### src/rtl/riscv_tb_pkg.sv
// Shared types and constants for the RISC-V run monitor:
// the controller states, verdict encodings and the default mailbox address.
package riscv_tb_pkg;

  typedef enum logic [1:0] {
    HOLD,
    RUN,
    DONE
  } state_e;

  typedef enum logic [1:0] {
    RES_NONE    = 2'b00,
    RES_TOHOST  = 2'b01,
    RES_HANG    = 2'b10,
    RES_TIMEOUT = 2'b11
  } result_e;

  localparam logic [31:0] DEFAULT_TOHOST_ADDR = 32'h0000_1000;

endpackage

### src/rtl/sat_counter.sv
// Up-counter that sticks at all-ones. A clear with inc set reloads to 1,
// which lets one strobe both restart and count the current event.
module sat_counter #(
  parameter int unsigned W = 8
) (
  input  logic         clk,
  input  logic         rst,
  input  logic         clr,
  input  logic         inc,
  output logic [W-1:0] value
);

  logic [W-1:0] value_q, value_d;

  always_comb begin
    value_d = value_q;
    if (clr) begin
      value_d = inc ? W'(1) : '0;
    end else if (inc && (value_q != '1)) begin
      value_d = value_q + W'(1);
    end
  end

  always_ff @(posedge clk or posedge rst) begin
    if (rst) value_q <= '0;
    else     value_q <= value_d;
  end

  assign value = value_q;

endmodule

### src/rtl/riscv_run_monitor.sv
// Run controller beside riscv_top: sequences core reset, counts cycles and
// retires, and latches a sticky end-of-test verdict (tohost, hang, timeout).
module riscv_run_monitor
  import riscv_tb_pkg::*;
#(
  parameter int unsigned     XLEN         = 32,
  parameter int unsigned     CNT_W        = 32,
  parameter int unsigned     RESET_CYCLES = 4,
  parameter int unsigned     MAX_CYCLES   = 1000000,
  parameter int unsigned     HANG_RETIRES = 16,
  parameter logic [XLEN-1:0] TOHOST_ADDR  = XLEN'(DEFAULT_TOHOST_ADDR)
) (
  input  logic             clk,
  input  logic             rst,
  input  logic             retire_valid,
  input  logic [XLEN-1:0]  retire_pc,
  input  logic             dmem_we,
  input  logic [XLEN-1:0]  dmem_addr,
  input  logic [XLEN-1:0]  dmem_wdata,
  output logic             core_rst_n,
  output logic [CNT_W-1:0] cycle_cnt,
  output logic [CNT_W-1:0] instret_cnt,
  output logic             done,
  output logic             pass,
  output logic [1:0]       result,
  output logic [XLEN-2:0]  test_code
);

  localparam int unsigned HOLD_W = $clog2(RESET_CYCLES + 1);
  localparam int unsigned REP_W  = $clog2(HANG_RETIRES + 1);

  state_e           state_q, state_d;
  logic [HOLD_W-1:0] hold_q, hold_d;
  logic             core_rst_n_q, core_rst_n_d;
  logic [XLEN-1:0]  last_pc_q, last_pc_d;
  logic             last_vld_q, last_vld_d;
  logic             done_q, done_d;
  logic             pass_q, pass_d;
  result_e          result_q, result_d;
  logic [XLEN-2:0]  code_q, code_d;
  logic [REP_W-1:0] rep_cnt;

  logic in_run, retire_run, same_pc;
  logic tohost_hit, hang_hit, timeout_hit, end_hit;
  logic unused_addr_lsbs;

  assign unused_addr_lsbs = ^dmem_addr[1:0];

  assign in_run     = (state_q == RUN);
  assign retire_run = in_run && retire_valid;
  assign same_pc    = last_vld_q && (retire_pc == last_pc_q);

  assign tohost_hit = in_run && dmem_we && dmem_wdata[0] &&
                      (dmem_addr[XLEN-1:2] == TOHOST_ADDR[XLEN-1:2]);
  assign hang_hit   = retire_run && same_pc &&
                      (rep_cnt == REP_W'(HANG_RETIRES - 1));
  // Fires on the edge that advances cycle_cnt to MAX_CYCLES-1, so that is the frozen value.
  assign timeout_hit = in_run &&
                       (({1'b0, cycle_cnt} + (CNT_W+1)'(1)) == (CNT_W+1)'(MAX_CYCLES - 1));
  assign end_hit    = tohost_hit || hang_hit || timeout_hit;

  sat_counter #(.W(CNT_W)) u_cycle (
    .clk   (clk),
    .rst   (rst),
    .clr   (1'b0),
    .inc   (in_run),
    .value (cycle_cnt)
  );

  sat_counter #(.W(CNT_W)) u_instret (
    .clk   (clk),
    .rst   (rst),
    .clr   (1'b0),
    .inc   (retire_run),
    .value (instret_cnt)
  );

  sat_counter #(.W(REP_W)) u_repeat (
    .clk   (clk),
    .rst   (rst),
    .clr   (retire_run && !same_pc),
    .inc   (retire_run),
    .value (rep_cnt)
  );

  always_ff @(posedge clk or posedge rst) begin
    if (rst) state_q <= HOLD;
    else     state_q <= state_d;
  end

  always_comb begin
    state_d = state_q;
    unique case (state_q)
      HOLD:    if (hold_q == HOLD_W'(RESET_CYCLES - 1)) state_d = RUN;
      RUN:     if (end_hit) state_d = DONE;
      DONE:    state_d = DONE;
      default: state_d = HOLD;
    endcase
  end

  always_comb begin
    hold_d       = hold_q;
    core_rst_n_d = (state_d != HOLD);
    last_pc_d    = last_pc_q;
    last_vld_d   = last_vld_q;
    done_d       = done_q;
    pass_d       = pass_q;
    result_d     = result_q;
    code_d       = code_q;

    if (state_q == HOLD) hold_d = hold_q + HOLD_W'(1);

    if (retire_run && !same_pc) begin
      last_pc_d  = retire_pc;
      last_vld_d = 1'b1;
    end

    if (in_run && end_hit) begin
      done_d = 1'b1;
      if (tohost_hit) begin
        result_d = RES_TOHOST;
        pass_d   = (dmem_wdata == XLEN'(1));
        code_d   = dmem_wdata[XLEN-1:1];
      end else if (hang_hit) begin
        result_d = RES_HANG;
        pass_d   = 1'b0;
      end else begin
        result_d = RES_TIMEOUT;
        pass_d   = 1'b0;
      end
    end
  end

  always_ff @(posedge clk or posedge rst) begin
    if (rst) begin
      hold_q       <= '0;
      core_rst_n_q <= 1'b0;
      last_pc_q    <= '0;
      last_vld_q   <= 1'b0;
      done_q       <= 1'b0;
      pass_q       <= 1'b0;
      result_q     <= RES_NONE;
      code_q       <= '0;
    end else begin
      hold_q       <= hold_d;
      core_rst_n_q <= core_rst_n_d;
      last_pc_q    <= last_pc_d;
      last_vld_q   <= last_vld_d;
      done_q       <= done_d;
      pass_q       <= pass_d;
      result_q     <= result_d;
      code_q       <= code_d;
    end
  end

  assign core_rst_n = core_rst_n_q;
  assign done       = done_q;
  assign pass       = pass_q;
  assign result     = result_q;
  assign test_code  = code_q;

endmodule
### config.mk
export PLATFORM = sky130hd
export DESIGN_NAME = riscv_run_monitor
export DESIGN_NICKNAME = d
export VERILOG_FILES = /design/src/rtl/riscv_tb_pkg.sv /design/src/rtl/sat_counter.sv /design/src/rtl/riscv_run_monitor.sv
export SDC_FILE = /design/constraint.sdc
export NUM_CORES = 1
export LEC_CHECK = 0
export ABC_AREA = 1
export CELL_PAD_IN_SITES_DETAIL_PLACEMENT = 1
export CELL_PAD_IN_SITES_GLOBAL_PLACEMENT = 2
export CORE_ASPECT_RATIO = 0.6
export CORE_MARGIN = 3
export CORE_UTILIZATION = 25
export DETAILED_ROUTE_END_ITERATION = 10
export GPL_ROUTABILITY_DRIVEN = 0
export HOLD_SLACK_MARGIN = 0.1
export PLACE_DENSITY = 0.76
export REMOVE_ABC_BUFFERS = 1
export SLEW_MARGIN = 0
export SYNTH_ARGS = -nofsm -noshare
export SYNTH_HDL_FRONTEND = slang
export SYNTH_SLANG_ARGS = --single-unit
export TNS_END_PERCENT = 5
### constraint.sdc
create_clock -name clk -period 11.1 [get_ports clk]
set_input_delay 2.22 -clock clk [delete_from_list [all_inputs] [get_ports clk]]
set_output_delay 2.22 -clock clk [all_outputs]
set_load 0.01 [all_outputs]
=== Yosys cells after proc, flatten, opt, wreduce, memory -nomap -nowiden ===
Index checks and enable logic that the tools add are counted.

* Flip-flop bits (word level): 143
* Input bits: 100

* Add/sub/neg operators: 5
* Equal/unequal tests: 11
* Muxes and demuxes: 9
* Reduce and logical (&&, ||, !) cells: 20

{| class="wikitable"
|+ Operator list
! cell !! count
|-
| $add A32 B1 Y32 const B || 2
|-
| $ne A32 B32 Y1 const B || 2
|-
| $add A32 B1 Y33 const B || 1
|-
| $eq A33 B20 Y1 const B || 1
|-
| $eq A32 B1 Y1 const B || 1
|-
| $eq A32 B32 Y1 || 1
|-
| $eq A30 B11 Y1 const B || 1
|-
| $logic_and A1 B1 Y1 || 13
|-
| $mux W5 || 2
|-
| $mux W2 || 3
|-
| $pmux W2 S3 || 1
|-
| $add A5 B1 Y5 const B || 1
|-
| $eq A5 B4 Y1 const B || 1
|-
| $ne A5 B5 Y1 const B || 1
|-
| $reduce_bool A2 Y1 || 2
|-
| $add A3 B1 Y3 const B || 1
|-
| $eq A3 B2 Y1 const B || 1
|-
| $mux W1 || 3
|-
| $eq A2 B1 Y1 const B || 1
|-
| $eq A2 B2 Y1 const B || 1
|-
| $logic_not A2 Y1 || 1
|-
| $logic_or A1 B1 Y1 || 2
|-
| $reduce_and A2 Y1 || 1
|-
| $logic_not A1 Y1 || 1
|}

=== Depth between registers and ports, before layout ===
* Depth after elaboration: 9
* Depth in mapped cells: 15
* Gate-level depth less buffers: 15

=== Modules after synthesis ===
A second synthesis with hierarchy kept.

* Cells, all modules: 1445
* Area, all modules: 9404.0 µm²

{| class="wikitable"
|+ Modules (own cells, without submodules)
! module !! times used !! cells each !! area each (µm²) !! sequential area each (µm²)
|-
| riscv_run_monitor || 1 || 695 || 4625.7 || 1851.8
|-
| sat_counter at u_cycle ... || 2 || 358 || 2249.7 || 800.8
|-
| sat_counter at u_repeat || 1 || 34 || 279.0 || 125.1
|}

=== Worst setup path before layout ===
No wires, ideal clock.

* Kind: input to register
* Start: input port dmem_addr[23]
* End: register code_q[10] (netlist: test_code[10])
* Library setup time: 117 ps
* Arrival time: 3523 ps
* Required time: 10983 ps
* Path slack: 7460 ps
* Cell stages on the path: 9
* Buffers on the path: 2
* Cell sequence: or2_1 > nor4_1 > nand4_1 > nor2_4 > inv_1 > clkbuf_1 > buf_2 > nand2_1 > nand2_1

* Word-level cells in the longest chain between the ends: 6

{| class="wikitable"
|+ RTL lines
! element !! RTL line !! RTL
|-
| start, declared || riscv_run_monitor.sv:18 || <nowiki>input logic [XLEN-1:0] dmem_addr,</nowiki>
|-
| $eq A30 B11 Y1 * || riscv_run_monitor.sv:54 || <nowiki>(dmem_addr[XLEN-1:2] == TOHOST_ADDR[XLEN-1:2]);</nowiki>
|-
| $logic_and A1 B1 Y1 * || riscv_run_monitor.sv:53 || <nowiki>assign tohost_hit = in_run && dmem_we && dmem_wdata[0] &&</nowiki>
|-
| $logic_or A1 B1 Y1 (2 in a row) || riscv_run_monitor.sv:60 || <nowiki>assign end_hit = tohost_hit || hang_hit || timeout_hit;</nowiki>
|-
| $logic_and A1 B1 Y1 || riscv_run_monitor.sv:118 || <nowiki>if (in_run && end_hit) begin</nowiki>
|-
| $reduce_and A2 Y1 (no line) * || n/a ||
|-
| end signal, assigned || riscv_run_monitor.sv:152 || <nowiki>code_q <= code_d;</nowiki>
|-
| end, declared || riscv_run_monitor.sv:40 || <nowiki>logic [XLEN-2:0] code_q, code_d;</nowiki>
|}

Mark *: on every way between the ends. The rest lies on a longest branch, timed or not.
A chain may end at the register's enable or synchronous reset.

=== Final worst setup path ===
* Start: input port dmem_addr[12]
* End: register pass_q (netlist: pass)

* Word-level cells in the longest chain between the ends: 5

{| class="wikitable"
|+ RTL lines
! element !! RTL line !! RTL
|-
| $eq A30 B11 Y1 * || riscv_run_monitor.sv:54 ||
|-
| $logic_and A1 B1 Y1 * || riscv_run_monitor.sv:53 ||
|-
| $logic_or A1 B1 Y1 (2 in a row) || riscv_run_monitor.sv:60 ||
|-
| $logic_and A1 B1 Y1 || riscv_run_monitor.sv:118 ||
|-
| end signal, assigned || riscv_run_monitor.sv:150 || <nowiki>pass_q <= pass_d;</nowiki>
|-
| end, declared || riscv_run_monitor.sv:38 || <nowiki>logic pass_q, pass_d;</nowiki>
|}

Marks and branches as above.

==> results_dict.tcl <==
set metrics [dict create \
    outcome "finished, final reports clean" \
    synth_ff_type "dfrtp_1" \
    grt_pass1_vias 7371 \
    avgSynthCellArea_sq_um 7.38 \
    cts_htree_levels 4 \
    rsz0062_at_grt "false" \
    holdBufCountCts 0 \
    required_ns 11.44 \
    dieArea_sq_um 33000 \
    end_kind "flop" \
    arrival_ns 4.73 \
    die_x_um 233 \
    fin_nets 1352 \
    worst-r2r-setup-slack_ns 8.54 \
    wl_per_cell_um 15.3 \
    grt_remaining_overflow 0 \
    syn_inst 1044 \
    drt-initial-drc-count 311 \
    yosysWarnings 0 \
    finalInstanceArea_sq_um 10700 \
    layout_commonest_cell "nand2_1" \
    use_met3_pct 3.54 \
    clock_path_buffers 2 \
    io_pins 200 \
    grt_pass1_wl_mm 40.9 \
    power_density_nw_per_um2 118 \
    firstDrtPassIters 4 \
    dp_hpwl_mm 19.4 \
    cts_setup_buffers 0 \
    async_reset_ff_share_pct 100 \
    ant_nets 0 \
    synthAdderAreaFrac_pct 1.30 \
    cts-resized-gates 0 \
    cp_max_fo 39 \
    min_period_ns 4.39 \
    yosys-mux-area-fraction_pct 0 \
    portBuffers 197 \
    syn_area_sq_um 7700 \
    synthXorXnorAreaFrac_pct 5.12 \
    drc 0 \
    tightestPinTransition_ns 0.838 \
    grtUsageMet2_pct 22.5 \
    clk_pin_slew_ns 0.06 \
    vias 7195 \
    slew_headroom_pct 44.1 \
    numCtsBuffers 17 \
    track_usage_pct 15.7 \
    ir_worst_vdd_uv 72.9 \
    synth_top_family_by_area "simple AND/OR/NAND/NOR gates" \
    use_met1_pct 24.1 \
    tritoncts "yes" \
    fp-row-count 49 \
    path_class "primary input to flop" \
    drt_wl_total_mm 25.4 \
    clock_sinks 143 \
    grt_start_max_net_pins 82 \
    fin_setup_tns_ns 0 \
    hold_violations 0 \
    core_area_sq_um 30200 \
    fin_crit_sh_pct 39.5 \
    yosys.area_share.simple_pct 34.5 \
    min_path_type "flop to flop" \
    synth_edf_count 0 \
    fp.dieH_um 142 \
    final_cell_mix "392 x nand2_1, 197 x clkdlybuf4s50_1, 143 x dfrtp_1" \
    p_leak_nw 4.86 \
    synth_compound_area_share_pct 6.08 \
    fin_skew_ns 0.00821 \
    ys_ff_latch 143 \
    n_antenna_cell 0 \
    setup.worst_path.start_class "primary input" \
    dpl_cell_area_sq_um 10100 \
    viasPerCell 4.33 \
    maxCapViolCount 0 \
    worst_skew_pair.late_latency_ns 0.44 \
    initial_core_util_pct 25.5 \
    ys_seq_area_share_pct 46.5 \
    drive_above_1_share_pct 5.02 \
    fin_util_pct 35.4 \
    synth_cell_type_count 32 \
    cts-root-buf "clkbuf_16" \
    drv_slew 0 \
    area_growth_pct 38.6 \
    finalSetupViolCount 0 \
    grt_antenna_before_repair 0 \
    power_mw 1.26 \
    fmax_mhz 228 \
    busiest_layer "met1" \
]
## layer usage
| metal | routed length (um) | up-vias | part of all wire, % |
|---|---|---|---|
| li1 | - | 3665 | - |
| met1 | 13600 | 3402 | 54 |
| met2 | 10700 | 115 | 42 |
| met3 | 928 | 13 | 3.7 |
| met4 | 178 | 0 | 0.70 |
| met5 | 0 | - | 0 |
## layout make-up
cell class,count,area (sq um)
Fill cell,3691,19500
Multi-Input combinational cell,769,3620
Sequential cell,143,3580
Timing Repair Buffer,200,1990
Tap cell,408,510
Inverter,113,429
Clock buffer,17,425
Clock inverter,13,116
## path summary, 6_finish.rpt
kind	startpoint	endpoint	cells after the start
setup / recovery	dmem_addr[12]	pass$_DFFE_PP0P_	10
hold / removal	test_code[8]$_DFFE_PP0P_	test_code[8]$_DFFE_PP0P_	2
setup reg to reg	u_cycle.value[1]$_DFFE_PP0P_	core_rst_n$_DFF_PP0_	14
hold reg to reg	test_code[8]$_DFFE_PP0P_	test_code[8]$_DFFE_PP0P_	2
max in group asynchronous	rst	u_instret.value[25]$_DFFE_PP0P_	3
min in group asynchronous	rst	last_pc_q[8]$_DFFE_PP0P_	2
## logic make-up after synthesis
group | after synthesis
simple gates | 627
compound gates | 89
xor+xnor | 45
flops | 143
buf+inv | 132
fa+ha+maj | 8
## through the flow
stage               worst slack (ns)  hold WS [ns]  instances
floorplan                       5.04         0.432       1025
global route                    6.35         0.489       1663
global placement                6.11         0.454       1633
finish                          6.71         0.466       1663
CTS                             6.56         0.472       1663
detailed placement              6.10         0.455       1633
## sequential cells by signal (all words and copies together) (netlist names)
signal           cells
core_rst_n           1
done                 1
hold_q               3
last_pc_q           32
last_vld_q           1
pass                 1
result               2
state_q              2
test_code           31
u_cycle.value       32
u_instret.value     32
u_repeat.value       5
## Yosys cell counts (2+ instances only)
| library cell | number | share of area (%) |
|---|---|---|
| nand2_1 | 392 | 19 |
| dfrtp_1 | 143 | 46 |
| nor2_1 | 120 | 5.8 |
| inv_1 | 110 | 5.4 |
| o21ai_0 | 71 | 4.6 |
| nand3_1 | 39 | 2.5 |
| xor2_1 | 27 | 3.1 |
| nand4_1 | 19 | 1.5 |
| xnor2_1 | 18 | 2.0 |
| nor4_1 | 14 | 1.1 |
| clkbuf_1 | 11 | 0.54 |
| nor2_4 | 11 | 1.6 |
| nor3_1 | 9 | 0.58 |
| ha_1 | 8 | 1.3 |
| buf_2 | 7 | 0.45 |
| nand2_2 | 5 | 0.41 |
| a31oi_1 | 4 | 0.32 |
| nand3b_1 | 4 | 0.39 |
| o21ai_1 | 4 | 0.26 |
| or2_2 | 4 | 0.32 |
| inv_2 | 3 | 0.15 |
| nor2_2 | 3 | 0.24 |
| o21bai_1 | 3 | 0.29 |
| or2_1 | 3 | 0.24 |
| a21oi_1 | 2 | 0.13 |
| nand2_4 | 2 | 0.29 |
| o22ai_1 | 2 | 0.16 |
| o31ai_1 | 2 | 0.19 |
## critical path, cell delays in order
cell and delay (ns):
clkdlybuf4s50_1 0.45, inv_1 0.04, nor2_1 0.07, nand2_1 0.05
nor4_1 0.41, nand4_1 0.23, nor2_4 0.59, inv_1 0.09
buf_4 0.29, o31ai_1 0.27
## report_power, final
group | internal, mW | switching (mW)
logic | 0.0741 | 0.0675
registers | 0.544 | 0.0252
clock network | 0.306 | 0.246
Power figures use the tool's default switching activity.
